**src/rtl/pipeline_ctrl_pkg.sv**
```systemverilog
// Shared types and constants for the pipeline hazard sequencer.
package pipeline_ctrl_pkg;

    // Sequencer state encoding, also exported on the state port.
    typedef enum logic [1:0] {
        RUN   = 2'd0,
        DRAIN = 2'd1,
        HALT  = 2'd2
    } hz_state_e;

    // Cycles for MEM and WB to retire before the core reports halted.
    localparam int DRAIN_CYCLES_DEFAULT = 2;

    // Register $zero never creates a dependency.
    localparam int unsigned REG_ZERO = 0;

endpackage

```
**src/rtl/pipeline_hazard_ctrl_if.sv**
```systemverilog
// Decoder-side bundle: ID/EX hazard inputs, resume pulse, stall/flush
// controls and statistics. master = pipeline/decoder, slave = sequencer.
interface pipeline_hazard_ctrl_if #(
    parameter int REG_AW = 5,
    parameter int CNT_W  = 32
);
    logic [REG_AW-1:0] id_rs;
    logic [REG_AW-1:0] id_rt;
    logic              id_use_rs;
    logic              id_use_rt;
    logic              id_jmp;
    logic              ex_mem_to_reg;
    logic              ex_reg_write;
    logic [REG_AW-1:0] ex_dst;
    logic              ex_branch_taken;
    logic              ex_jr;
    logic              ex_syscall;
    logic              ex_halt_req;
    logic              go;

    logic              stall_pc;
    logic              stall_if_id;
    logic              flush_if_id;
    logic              flush_id_ex;
    logic              halted;
    logic [1:0]        state;
    logic [CNT_W-1:0]  cyc_cnt;
    logic [CNT_W-1:0]  stall_cnt;
    logic [CNT_W-1:0]  flush_cnt;

    modport master (
        output id_rs, id_rt, id_use_rs, id_use_rt, id_jmp,
               ex_mem_to_reg, ex_reg_write, ex_dst,
               ex_branch_taken, ex_jr, ex_syscall, ex_halt_req, go,
        input  stall_pc, stall_if_id, flush_if_id, flush_id_ex,
               halted, state, cyc_cnt, stall_cnt, flush_cnt
    );

    modport slave (
        input  id_rs, id_rt, id_use_rs, id_use_rt, id_jmp,
               ex_mem_to_reg, ex_reg_write, ex_dst,
               ex_branch_taken, ex_jr, ex_syscall, ex_halt_req, go,
        output stall_pc, stall_if_id, flush_if_id, flush_id_ex,
               halted, state, cyc_cnt, stall_cnt, flush_cnt
    );

endinterface

```
**src/rtl/hazard_sat_counter.sv**
```systemverilog
// Up-counter that sticks at all-ones instead of wrapping.
module hazard_sat_counter #(
    parameter int CNT_W = 32
) (
    input  logic             clk,
    input  logic             rst_n,
    input  logic             inc,
    output logic [CNT_W-1:0] cnt
);

    // Count on inc until the counter reaches its maximum, then hold.
    always_ff @(posedge clk or negedge rst_n) begin
        if (!rst_n) begin
            cnt <= '0;
        end else if (inc && (cnt != {CNT_W{1'b1}})) begin
            cnt <= cnt + CNT_W'(1);
        end
    end

endmodule

```
**src/rtl/pipeline_hazard_ctrl.sv**
```systemverilog
// Stall/flush sequencer for the 5-stage pipeline: load-use stalls,
// wrong-path squash on branch/jump, and syscall drain/halt FSM.
// Optional statistics counters are built when HAZARD_STATS_EN is defined;
// otherwise the counter outputs are tied to zero.
//
//   state | meaning
//   RUN   | normal issue; controls decoded combinationally from hazards
//   DRAIN | halting syscall seen; front end frozen while MEM/WB retire
//   HALT  | core stopped; waits for a go pulse
module pipeline_hazard_ctrl
    import pipeline_ctrl_pkg::*;
#(
    parameter int REG_AW       = 5,
    parameter int CNT_W        = 32,
    parameter int DRAIN_CYCLES = DRAIN_CYCLES_DEFAULT
) (
    input  logic                   clk,
    input  logic                   rst_n,
    pipeline_hazard_ctrl_if.slave  bus
);

    localparam int DCW = (DRAIN_CYCLES > 1) ? $clog2(DRAIN_CYCLES) : 1;
    localparam logic [DCW-1:0] DRAIN_LOAD = DCW'(DRAIN_CYCLES - 1);

    hz_state_e      state_q, state_d;
    logic [DCW-1:0] drain_q, drain_d;

    logic load_use, redirect, halt_hit;
    logic stall_pc, stall_if_id, flush_if_id, flush_id_ex;

    assign load_use = bus.ex_mem_to_reg & bus.ex_reg_write
                    & (bus.ex_dst != REG_AW'(REG_ZERO))
                    & ((bus.id_use_rs & (bus.id_rs == bus.ex_dst))
                     | (bus.id_use_rt & (bus.id_rt == bus.ex_dst)));
    assign redirect = bus.ex_branch_taken | bus.ex_jr;
    assign halt_hit = bus.ex_syscall & bus.ex_halt_req;

    // State and drain down-counter registers.
    always_ff @(posedge clk or negedge rst_n) begin
        if (!rst_n) begin
            state_q <= RUN;
            drain_q <= '0;
        end else begin
            state_q <= state_d;
            drain_q <= drain_d;
        end
    end

    // Next state: drain counter reaching zero is the terminal count into HALT.
    always_comb begin
        state_d = state_q;
        drain_d = drain_q;
        case (state_q)
            RUN: begin
                if (halt_hit) begin
                    state_d = DRAIN;
                    drain_d = DRAIN_LOAD;
                end
            end
            DRAIN: begin
                if (drain_q == '0) begin
                    state_d = HALT;
                end else begin
                    drain_d = drain_q - DCW'(1);
                end
            end
            HALT: begin
                if (bus.go) begin
                    state_d = RUN;
                end
            end
            default: state_d = RUN;
        endcase
    end

    // Controls: in RUN, halt > redirect > load-use > jump; frozen otherwise.
    always_comb begin
        stall_pc    = 1'b0;
        stall_if_id = 1'b0;
        flush_if_id = 1'b0;
        flush_id_ex = 1'b0;
        if (state_q == RUN) begin
            if (halt_hit || (!redirect && load_use)) begin
                stall_pc    = 1'b1;
                stall_if_id = 1'b1;
                flush_id_ex = 1'b1;
            end else if (redirect) begin
                flush_if_id = 1'b1;
                flush_id_ex = 1'b1;
            end else if (bus.id_jmp) begin
                flush_if_id = 1'b1;
            end
        end else begin
            stall_pc    = 1'b1;
            stall_if_id = 1'b1;
            flush_id_ex = 1'b1;
        end
    end

    assign bus.stall_pc    = stall_pc;
    assign bus.stall_if_id = stall_if_id;
    assign bus.flush_if_id = flush_if_id;
    assign bus.flush_id_ex = flush_id_ex;
    assign bus.halted      = (state_q == HALT);
    assign bus.state       = state_q;

`ifdef HAZARD_STATS_EN
    logic cyc_inc, stall_inc, flush_inc;

    assign cyc_inc   = (state_q != HALT);
    assign stall_inc = (state_q == RUN) & ~halt_hit & ~redirect & load_use;
    assign flush_inc = (state_q == RUN) & ~halt_hit & redirect;

    hazard_sat_counter #(.CNT_W(CNT_W)) u_cyc_cnt (
        .clk   (clk),
        .rst_n (rst_n),
        .inc   (cyc_inc),
        .cnt   (bus.cyc_cnt)
    );

    hazard_sat_counter #(.CNT_W(CNT_W)) u_stall_cnt (
        .clk   (clk),
        .rst_n (rst_n),
        .inc   (stall_inc),
        .cnt   (bus.stall_cnt)
    );

    hazard_sat_counter #(.CNT_W(CNT_W)) u_flush_cnt (
        .clk   (clk),
        .rst_n (rst_n),
        .inc   (flush_inc),
        .cnt   (bus.flush_cnt)
    );
`else
    assign bus.cyc_cnt   = {CNT_W{1'b0}};
    assign bus.stall_cnt = {CNT_W{1'b0}};
    assign bus.flush_cnt = {CNT_W{1'b0}};
`endif

endmodule

```
**src/flat_wrapper.sv**
```systemverilog
// flat-port wrapper written by rule: the top's interface ports become plain ports
module pipeline_hazard_ctrl_flat import pipeline_ctrl_pkg::*;
#(
    parameter int REG_AW       = 5,
    parameter int CNT_W        = 32,
    parameter int DRAIN_CYCLES = DRAIN_CYCLES_DEFAULT
)
  (clk, rst_n, bus_id_rs, bus_id_rt, bus_id_use_rs, bus_id_use_rt, bus_id_jmp, bus_ex_mem_to_reg, bus_ex_reg_write, bus_ex_dst, bus_ex_branch_taken, bus_ex_jr, bus_ex_syscall, bus_ex_halt_req, bus_go, bus_stall_pc, bus_stall_if_id, bus_flush_if_id, bus_flush_id_ex, bus_halted, bus_state, bus_cyc_cnt, bus_stall_cnt, bus_flush_cnt);
  pipeline_hazard_ctrl_if #(.REG_AW(REG_AW), .CNT_W(CNT_W)) bus_i ();
  input  logic clk;
  input  logic rst_n;
  input wire logic [$bits(bus_i.id_rs)-1:0] bus_id_rs;
  input wire logic [$bits(bus_i.id_rt)-1:0] bus_id_rt;
  input wire logic [$bits(bus_i.id_use_rs)-1:0] bus_id_use_rs;
  input wire logic [$bits(bus_i.id_use_rt)-1:0] bus_id_use_rt;
  input wire logic [$bits(bus_i.id_jmp)-1:0] bus_id_jmp;
  input wire logic [$bits(bus_i.ex_mem_to_reg)-1:0] bus_ex_mem_to_reg;
  input wire logic [$bits(bus_i.ex_reg_write)-1:0] bus_ex_reg_write;
  input wire logic [$bits(bus_i.ex_dst)-1:0] bus_ex_dst;
  input wire logic [$bits(bus_i.ex_branch_taken)-1:0] bus_ex_branch_taken;
  input wire logic [$bits(bus_i.ex_jr)-1:0] bus_ex_jr;
  input wire logic [$bits(bus_i.ex_syscall)-1:0] bus_ex_syscall;
  input wire logic [$bits(bus_i.ex_halt_req)-1:0] bus_ex_halt_req;
  input wire logic [$bits(bus_i.go)-1:0] bus_go;
  output wire logic [$bits(bus_i.stall_pc)-1:0] bus_stall_pc;
  output wire logic [$bits(bus_i.stall_if_id)-1:0] bus_stall_if_id;
  output wire logic [$bits(bus_i.flush_if_id)-1:0] bus_flush_if_id;
  output wire logic [$bits(bus_i.flush_id_ex)-1:0] bus_flush_id_ex;
  output wire logic [$bits(bus_i.halted)-1:0] bus_halted;
  output wire logic [$bits(bus_i.state)-1:0] bus_state;
  output wire logic [$bits(bus_i.cyc_cnt)-1:0] bus_cyc_cnt;
  output wire logic [$bits(bus_i.stall_cnt)-1:0] bus_stall_cnt;
  output wire logic [$bits(bus_i.flush_cnt)-1:0] bus_flush_cnt;
  assign bus_i.id_rs = bus_id_rs;
  assign bus_i.id_rt = bus_id_rt;
  assign bus_i.id_use_rs = bus_id_use_rs;
  assign bus_i.id_use_rt = bus_id_use_rt;
  assign bus_i.id_jmp = bus_id_jmp;
  assign bus_i.ex_mem_to_reg = bus_ex_mem_to_reg;
  assign bus_i.ex_reg_write = bus_ex_reg_write;
  assign bus_i.ex_dst = bus_ex_dst;
  assign bus_i.ex_branch_taken = bus_ex_branch_taken;
  assign bus_i.ex_jr = bus_ex_jr;
  assign bus_i.ex_syscall = bus_ex_syscall;
  assign bus_i.ex_halt_req = bus_ex_halt_req;
  assign bus_i.go = bus_go;
  assign bus_stall_pc = bus_i.stall_pc;
  assign bus_stall_if_id = bus_i.stall_if_id;
  assign bus_flush_if_id = bus_i.flush_if_id;
  assign bus_flush_id_ex = bus_i.flush_id_ex;
  assign bus_halted = bus_i.halted;
  assign bus_state = bus_i.state;
  assign bus_cyc_cnt = bus_i.cyc_cnt;
  assign bus_stall_cnt = bus_i.stall_cnt;
  assign bus_flush_cnt = bus_i.flush_cnt;
  pipeline_hazard_ctrl #(.REG_AW(REG_AW), .CNT_W(CNT_W), .DRAIN_CYCLES(DRAIN_CYCLES)) u_core (.clk(clk), .rst_n(rst_n), .bus(bus_i));
endmodule
```
**config.mk**
```make
export PLATFORM = sky130hd
export DESIGN_NAME = pipeline_hazard_ctrl_flat
export DESIGN_NICKNAME = d
export VERILOG_FILES = /design/src/rtl/pipeline_ctrl_pkg.sv /design/src/rtl/pipeline_hazard_ctrl_if.sv /design/src/rtl/hazard_sat_counter.sv /design/src/rtl/pipeline_hazard_ctrl.sv /design/src/flat_wrapper.sv
export SDC_FILE = /design/constraint.sdc
export NUM_CORES = 1
export LEC_CHECK = 0
export ABC_AREA = 1
export ABC_CLOCK_PERIOD_IN_PS = 1500
export BUFFER_PORTS_ARGS = -buffer_cell sky130_fd_sc_hd__buf_2
export CAP_MARGIN = 15
export CORE_ASPECT_RATIO = 0.75
export CORE_MARGIN = 4
export CORE_UTILIZATION = 37
export DETAILED_ROUTE_END_ITERATION = 7
export GPL_ROUTABILITY_DRIVEN = 0
export PLACE_DENSITY = 0.84
export SETUP_SLACK_MARGIN = 0.1
export SLEW_MARGIN = 20
export SYNTH_ARGS = -nofsm -noshare
export SYNTH_HDL_FRONTEND = slang
export SYNTH_SLANG_ARGS = --single-unit
```
**constraint.sdc**
```tcl
create_clock -name clk -period 1.5 [get_ports clk]
set_input_delay 0.15 -clock clk [delete_from_list [all_inputs] [get_ports clk]]
set_output_delay 0.15 -clock clk [all_outputs]
set_load 0.02 [all_outputs]
```
==> run_results.csv, run 1 <==
group,metric,value,unit
route,wl_per_cell,8.02,um
clock_network,cts_sinks,3,
timing,rsz0062_at_grt,"true",
job,maxCapViolations,0,
timing,slew_violations,0,
finish,utilization,36.1,%
floorplanning,die_w,71.6,um
pwr,switching_power,618,uW
yosys,yosys-top-cells-count,"97 x buf_4, 34 x nand2_1, 13 x inv_1",
setup_path,worstPathCellList,"nor2_2, nand2_1, inv_1, nand2_2, nor2_2, buf_6",
setup_path,crit_slowest_cell,"dfrtp_2",
finish,diodes,0,
yosys,synth_cell_types,14,
floorplanning,io_pins,130,
finish,area_growth,-6.35,%
yosys,synthCells,178,
global_routing,grt_pass1_wl,2510,um
setup_path,critPathCaptureType,"primary output",
yosys,synth_top_area_share,64.9,%
yosys,synth_edf_count,0,
timing,finClkSkew,0.00515,ns
floorplanning,row_count,17,
global_routing,grt_max_degree,6,
clock_network,root_buffer,"clkbuf_8",
floorplanning,core,2910,sq um
yosys,yosysMostFrequentCell,"buf_4",
floorplanning,die_area,3990,sq um
finish,final_nets,245,
floorplanning,die_h,55.7,um
route,vias_per_cell,3.25,
yosys,dominantRegCellSynth,"dfrtp_1",
clock_network,clkTransAtPathRegs,0.03,ns
setup_path,critPathRequiredTime,1.35,ns
route,wl,2050,um
clock_network,cts_tree,"built",
timing,fmax,725,MHz
yosys,async_reset_ff_share,100,%
pwr,pwr-share-seq,14.3,%
setup_path,path_buf_inv,2,
setup_path,cp_common_cell,"nor2_2",
yosys,synth_area,1120,sq um
setup_path,max_stage_delay,0.42,ns
setup_path,crit_arrival,1.23,ns
pwr,power.density,1090,nW/um^2
route,drt_pre_antenna_iters,4,
global_routing,grt_overflow,0,
placement,dp_hpwl,1800,um
placement,port_buffers,33,
floorplanning,start_util,38.5,%
pwr,switching_share,54.2,%
clock_network,ctsLongestPathBuffers,2,
global_routing,antenna_found_initial,0,
finish,layout-drive-gt1-share,23.0,%
clock_network,clk_latency,0.22,ns
setup_path,critPathLaunchType,"register",
pwr,p_int,523,uW
route,postRouteAntennaNets,0,
clock_network,cts_made_buffers,3,
timing,finalSetupTns,0,ns
setup_path,path_max_fanout,4,
pwr,cellLeakagePower,0.758,nW
timing,finalCritPeriodShare,92.0,%
clock_network,cts_max_level,1,
global_routing,grt_usage,7.87,%
yosys,syn_avg_cell_area,6.31,sq um
pwr,pwr-share-comb,64.7,%
finish,fillers,322,
timing,hold_viol_final,0,
global_routing,grt_pass1_vias,636,
timing,layout_min_cycle_time,1.38,ns
setup_path,critPathTopFamily,"flip-flops",
setup_path,crit_type,"register to primary output",
timing,final-setup-viol-count,0,
pwr,pwr-share-clk,21.0,%
route,vias,829,
route,dr.first_iter.drc_count,7,
yosys,ys_seq_elements,3,
route,drc,0,
min_path,min_path_type,"input pin to register",
pwr,peakVddDrop,963,uV
yosys,ys_seq_area_share,6.69,%
yosys,yosys.area.top_type,"buf_4",
run_status,status,"finished, final reports clean",
yosys,synth_warnings,0,
yosys,synth.area.top_cells,"buf_4 65%, nand2_1 11%, dfrtp_1 6.7%, inv_1 4.3%, nor2_1 4.0%",
[power groups by stage]
stage                     Combinational, mW  Clock [mW]  Sequential, mW
after global placement                0.622           0           0.154
after global routing                  0.808       0.253           0.168
final                                 0.738       0.240           0.163
after floorplan                       0.659           0           0.180
after detailed placement              0.634           0           0.157
after CTS                             0.637       0.243           0.157
[logic make-up after synthesis]
| family | Yosys count | synth area share [%] |
|---|---|---|
| AO/OA/AOI/OAI | 2 | 1.11 |
| AND/OR/NAND/NOR | 57 | 21.0 |
| flip-flops | 3 | 6.69 |
| other | 1 | 0.334 |
| buffers and inverters | 115 | 70.9 |
[stage by stage]
step / hold slack, ns / worst slack, ns / area [sq um] / total power [mW] / instances
final: 0.123 / 0.120 / 1050 / 1.14 / 255
after global routing: 0.127 / 0.0312 / 1050 / 1.23 / 255
after CTS: 0.121 / 0.127 / 1020 / 1.04 / 252
after detailed placement: -0.0474 / 0.344 / 963 / 0.791 / 247
after global placement: -0.0519 / 0.360 / 963 / 0.776 / 247
after floorplan: -0.146 / 0.281 / 1480 / 0.839 / 273
[state kept, by name, summed over array words and instances, names as in the netlist]
| register | cells |
|---|---|
| u_core.drain_q | 1 |
| u_core.bus.state | 2 |
[repair_timing]
action / 4_1_cts / 5_1_grt
setup buffers: 0 / 3
hold buffers: 1 / 0
resized for setup: 0 / 4
endpoints found under the hold margin: 3 / 0
setup endpoints to repair: 0 / 1
[layout make-up]
class,count,area [sq um],area share [%]
clock buffer,4,45.0,4.29
inverter,18,67.6,6.43
multi-input combinational,155,611,58.1
sequential,3,76.3,7.26
tap,38,47.5,4.52
timing repair buffer,37,204,19.4
[final timing paths]
check,to,depth (start not counted),slack (ns),startpoint
min in group asynchronous,u_core.bus.state[0],2,0.27,rst_n
max,bus_flush_if_id,6,0.12,u_core.bus.state[0]
max reg2reg,u_core.drain_q,4,0.55,u_core.bus.state[0]
min reg2reg,u_core.bus.state[0],2,0.47,u_core.drain_q
min,u_core.bus.state[1],2,0.12,bus_go
max in group asynchronous,u_core.bus.state[0],2,1.11,rst_n
[worst register-to-register path, delay by kind of cell (launching register included)]
kind,cells,cell delay [ns]
buf+inv,1,0.13
compound gates,1,0.08
flops,1,0.42
simple gates,2,0.23
[cells in the final DEF (no fill, tap or decap), types with 3 or more instances in the layout]
master    synthesis  layout
inv_1            13      13
buf_2             0      32
conb_1            1      96
nor2_2            2       3
clkbuf_8          0       3
buf_4            97       3
inv_2             5       5
nand2_1          34      34
nor2_1           12      11
nand3_1           4       4
[metal layers]
metal	part of all wire, %	wire (um)	track usage, %
met1	31	624	7.63
met2	55	1120	15.4
met3	15	302	1.99
met4	0	0	3.22
met5	0	0	0
No activity file was read; power rests on OpenSTA's default activity.
==> run 2, diff against run 1 <==
--- a/config.mk
+++ b/config.mk
@@ -14,6 +14,7 @@
 export CORE_UTILIZATION = 37
 export DETAILED_ROUTE_END_ITERATION = 7
 export GPL_ROUTABILITY_DRIVEN = 0
+export MAX_ROUTING_LAYER = met4
 export PLACE_DENSITY = 0.84
 export SETUP_SLACK_MARGIN = 0.1
 export SLEW_MARGIN = 20
==> run 2 against run 1 <==
  * Sequential power about the same
  * Worst setup slack got worse by 0.00086 ns
  * Maximum frequency about the same
  * Clock skew about the same
  * Wire length increased by 0.20%
  * Largest power group unchanged
  * Worst hold slack got worse by 0.00052 ns
  * Combinational power about the same
  * Sequential share of layout area unchanged
  * Count of clock-buffer cells in the layout unchanged
  * First-iteration DRC count unchanged
  * Core utilization unchanged
==> run_results.csv, run 2 (synthesized netlist as in run 1, its figures left out) <==
group,metric,value,unit
run_status,status,"finished, final reports clean",
floorplanning,start_util,38.5,%
route,drt_pre_antenna_iters,4,
setup_path,crit_type,"register to primary output",
global_routing,grt_pass1_wl,2510,um
finish,largest_register_ff_count,2,
floorplanning,io_pins,130,
timing,layout_min_cycle_time,1.38,ns
setup_path,ff2ff_path_depth,4,
clock_network,cts_tree,"built",
min_path,min_path_type,"input pin to register",
floorplanning,row_count,17,
timing,final-setup-viol-count,0,
pwr,power.density,1090,nW/um^2
clock_network,clkTransAtPathRegs,0.03,ns
min_path,worstHoldPathCells,2,
job,maxCapViolations,0,
route,postRouteAntennaNets,0,
placement,dp_hpwl,1800,um
clock_network,cts_max_level,1,
global_routing,grt_overflow,0,
timing,fmax,724,MHz
clock_network,cts_sinks,3,
setup_path,worstReg2RegEnd,"u_core.drain_q",
setup_path,r2r_slack,0.55,ns
timing,finalSetupTns,0,ns
route,drc,0,
placement,port_buffers,33,
clock_network,root_buffer,"clkbuf_8",
timing,finClkSkew,0.00515,ns
route,wl,2050,um
finish,final_cell_mix,"96 x conb_1, 34 x nand2_1, 32 x buf_2, 13 x inv_1, 11 x nor2_1",
setup_path,crit_arrival,1.23,ns
floorplanning,core,2910,sq um
floorplanning,die_h,55.7,um
timing,finalCritPeriodShare,92.0,%
global_routing,grt_max_degree,6,
timing,slew_violations,0,
floorplanning,die_area,3990,sq um
setup_path,worstPathCellList,"nor2_2, nand2_1, inv_1, nand2_2, nor2_2, buf_6",
finish,utilization,36.1,%
route,vias_per_cell,3.25,
setup_path,crit_slowest_cell,"dfrtp_2",
clock_network,cts_made_buffers,3,
pwr,cellLeakagePower,0.758,nW
finish,area_growth,-6.35,%
clock_network,clk_latency,0.22,ns
floorplanning,die_w,71.6,um
timing,rsz0062_at_grt,"true",
setup_path,path_max_fanout,4,
timing,hold_viol_final,0,
finish,final_common_cell,"conb_1",
finish,layout-drive-gt1-share,23.0,%
route,dr.first_iter.drc_count,7,
setup_path,cp_common_cell,"nor2_2",
global_routing,antenna_found_initial,0,
setup_path,critPathRequiredTime,1.35,ns
global_routing,grt_usage,8.09,%
min_path,hp-start,"bus_go",
route,wl_per_cell,8.04,um
finish,diodes,0,
global_routing,grt_pass1_vias,636,
route,vias,829,
setup_path,max_stage_delay,0.42,ns
min_path,min_to,"u_core.bus.state[1]",
clock_network,ctsLongestPathBuffers,2,
finish,final_nets,245,
pwr,peakVddDrop,964,uV
setup_path,critPathCaptureType,"primary output",
setup_path,rr_startpoint,"u_core.bus.state[0]",
setup_path,critPathLaunchType,"register",
-- run 2: final cells by class --
type / instances / area [sq um]
inverters: 18 / 67.6
clock buffers: 4 / 45.0
multi-input cells: 155 / 611
flip-flops and latches: 3 / 76.3
fillers: 322 / 1860
repair buffers: 37 / 204
well taps: 38 / 47.5
-- run 2: worst max-delay path: cells and delay by family (launching register included) --
| kind | cells | cell delay, ns |
|---|---|---|
| DFF | 1 | 0.42 |
| buffers and inverters | 2 | 0.20 |
| and+or+nand+nor | 4 | 0.39 |
-- run 2: how the worst max path moves through the flow --
stage / start / end / slack, ns / cells past startpoint
floorplan: u_core.bus.state[1] / bus_flush_if_id / 0.28 / 5
global placement: bus_ex_dst[1] / bus_flush_if_id / 0.36 / 11
detailed placement: bus_ex_dst[4] / bus_flush_if_id / 0.34 / 11
CTS: u_core.bus.state[1] / bus_flush_if_id / 0.13 / 6
global route: u_core.bus.state[0] / bus_flush_if_id / 0.03 / 6
finish: u_core.bus.state[0] / bus_flush_if_id / 0.12 / 6
-- run 2: metal layers --
metal	vias to the layer above	part of all wire (%)	global-route usage (%)
met5	-	0	-
met4	0	0	3.22
met2	65	55	15.4
met3	0	14	1.81
met1	350	31	7.74
li1	414	-	-
-- run 2: report_power, final --
part / switching [mW] / leakage, nW / internal (mW)
logic: 0.520 / 0.698 / 0.218
registers: 0.0405 / 0.0366 / 0.123
clock network: 0.0584 / 0.0228 / 0.182
total: 0.619 / 0.758 / 0.523
-- run 2: per-stage QoR --
stage | instance area [sq um] | std cells | power [mW] | hold slack, ns | worst slack [ns]
after floorplan | 1480 | 273 | 0.839 | -0.146 | 0.281
after global placement | 963 | 247 | 0.776 | -0.0519 | 0.360
after detailed placement | 963 | 247 | 0.791 | -0.0474 | 0.344
after CTS | 1020 | 252 | 1.04 | 0.121 | 0.127
after global routing | 1050 | 255 | 1.23 | 0.127 | 0.0312
final | 1050 | 255 | 1.14 | 0.122 | 0.119
-- run 2: timing repair --
item,4_1_cts,5_1_grt
hold buffers,1,0
endpoints found under the setup margin,0,1
resized for setup,0,4
buffers inserted,0,3
hold endpoints to repair,3,0
==> run 3, diff against run 2 <==
--- a/config.mk
+++ b/config.mk
@@ -9,8 +9,8 @@
 export ABC_CLOCK_PERIOD_IN_PS = 1500
 export BUFFER_PORTS_ARGS = -buffer_cell sky130_fd_sc_hd__buf_2
 export CAP_MARGIN = 15
-export CORE_ASPECT_RATIO = 0.75
-export CORE_MARGIN = 4
+export CORE_ASPECT_RATIO = 1.4
+export CORE_MARGIN = 2
 export CORE_UTILIZATION = 37
 export DETAILED_ROUTE_END_ITERATION = 7
 export GPL_ROUTABILITY_DRIVEN = 0
==> run 3 against run 2 <==
  * Critical path depth is the same
  * Via count grew 1.2%
  * Worst setup slack gained 0.066 ns
  * Global-route usage grew 0.50 points
  * Largest cell class unchanged
  * Highest routed layer is now met4
==> run_results.csv, run 3 (synthesized netlist as in run 1, its figures left out) <==
group,metric,value,unit
run_status,status,"finished, final reports clean",
route,wl_per_cell,6.94,um
pwr,power.density,1030,nW/um^2
finish,seq_area,76.3,sq um
min_path,worstHoldPathCells,2,
clock_network,cts_made_buffers,3,
floorplanning,start_util,39.0,%
global_routing,grt_max_degree,6,
route,vias_per_cell,3.33,
min_path,hp-start,"bus_go",
clock_network,root_buffer,"clkbuf_8",
timing,final-setup-viol-count,0,
route,wl,1750,um
finish,area_growth,-8.14,%
global_routing,gr-max-usage-layer,"met2",
placement,dp_hpwl,1590,um
pwr,pwr-share-clk,22.3,%
timing,finalWorstSetupSlack,0.185,ns
finish,layout-drive-gt1-share,22.8,%
pwr,pwr-share-comb,62.5,%
pwr,p_int,479,uW
global_routing,grt_overflow,0,
global_routing,grtUsageMet2,17.8,%
clock_network,clk_latency,0.22,ns
min_path,min_path_type,"input pin to register",
clock_network,clkTransAtPathRegs,0.03,ns
setup_path,critPathLaunchType,"register",
pwr,peakVddDrop,608,uV
job,maxCapViolations,0,
placement,place_ws,0.339,ns
floorplanning,die_w,50.5,um
floorplanning,die_h,69.2,um
setup_path,crit_arrival,1.17,ns
route,drt_pre_antenna_iters,3,
global_routing,antenna_found_initial,0,
floorplanning,row_count,23,
placement,port_buffers,33,
clock_network,cts_max_level,1,
setup_path,path_max_fanout,4,
timing,finalCritPeriodShare,87.7,%
pwr,cellLeakagePower,0.745,nW
setup_path,critPathCaptureType,"primary output",
finish,largest_register_ff_count,2,
floorplanning,io_pins,130,
finish,final_nets,243,
floorplanning,die_area,3500,sq um
setup_path,critPathRequiredTime,1.35,ns
global_routing,met1_usage,5.95,%
min_path,min_to,"u_core.bus.state[1]",
global_routing,grt_pass1_wl,2280,um
setup_path,r2r_slack,0.64,ns
route,dr.first_iter.drc_count,8,
pwr,pwr-share-seq,15.1,%
pwr,switching_power,588,uW
setup_path,worstReg2RegEnd,"u_core.bus.state[1]",
timing,finClkSkew,0.000714,ns
floorplanning,core,2880,sq um
finish,final_cell_mix,"96 x conb_1, 34 x nand2_1, 32 x buf_2, 12 x inv_1, 11 x nor2_1",
timing,fmax,760,MHz
route,postRouteAntennaNets,0,
timing,hold_viol_final,0,
finish,multi_input_area,611,sq um
timing,layout_min_cycle_time,1.32,ns
route,drc,0,
global_routing,grt_usage,8.59,%
clock_network,cts_sinks,3,
finish,fillers,341,
global_routing,grt_pass1_vias,614,
clock_network,cts_tree,"built",
setup_path,rr_startpoint,"u_core.bus.state[0]",
global_routing,met3_usage,1.52,%
finish,final_common_cell,"conb_1",
timing,slew_violations,0,
setup_path,ff2ff_path_depth,2,
pwr,switching_share,55.1,%
timing,finalSetupTns,0,ns
finish,diodes,0,
route,vias,839,
setup_path,crit_type,"register to primary output",
timing,rsz0062_at_grt,"false",
clock_network,ctsLongestPathBuffers,2,
-- run 3: per-stage QoR --
stage | hold slack [ns] | instances | cell area (sq um) | power, mW | utilization (%)
after floorplan | -0.146 | 273 | 1480 | 0.839 | -
after global placement | -0.0545 | 246 | 962 | 0.778 | 33.4
after detailed placement | -0.0549 | 246 | 962 | 0.787 | 33.4
after CTS | 0.107 | 251 | 1020 | 1.03 | 35.3
after global routing | 0.131 | 252 | 1030 | 1.15 | 35.8
final | 0.109 | 252 | 1030 | 1.07 | 35.8
-- run 3: critical path: stages, from the launching register on --
cell,delay (ns)
dfrtp_2,0.42
nor2_2,0.12
nand2_1,0.07
inv_2,0.06
nand2_2,0.06
nor2_2,0.07
buf_4,0.14
-- run 3: layout make-up --
type,count,area share (%)
multi-input cells,155,59.2
flip-flops and latches,3,7.40
inverters,18,6.55
clock buffers,4,4.37
well taps,37,4.49
repair buffers,35,18.0
-- run 3: per-layer routing --
layer / share of wire [%] / up-vias
met5: 0 / -
met4: 1.4 / 0
met3: 17 / 2
met2: 54 / 79
met1: 28 / 347
li1: - / 411
-- run 3: how the worst max path moves through the flow --
stage	from	endpoint	slack (ns)	depth (start not counted)
after floorplan	u_core.bus.state[1]	bus_flush_if_id	0.28	5
after global placement	u_core.bus.state[1]	bus_flush_if_id	0.36	6
after detailed placement	u_core.bus.state[1]	bus_flush_if_id	0.34	6
after CTS	u_core.bus.state[1]	bus_flush_if_id	0.10	6
after global routing	u_core.bus.state[0]	bus_flush_if_id	0.12	6
final	u_core.bus.state[0]	bus_flush_if_id	0.18	6
-- run 3: power groups by stage --
stage | combinational [mW] | clock (mW) | sequential [mW]
final | 0.667 | 0.238 | 0.162
after global routing | 0.724 | 0.251 | 0.171
after CTS | 0.628 | 0.245 | 0.161
after detailed placement | 0.625 | 0 | 0.162
after global placement | 0.618 | 0 | 0.160
after floorplan | 0.659 | 0 | 0.180
-- run 3: what timing repair did --
item / 4_1_cts / 5_1_grt
endpoints found under the hold margin: 3 / 0
hold buffers: 1 / 0
resized for setup: 0 / 4
setup buffers: 0 / 1
setup endpoints to repair: 0 / 2
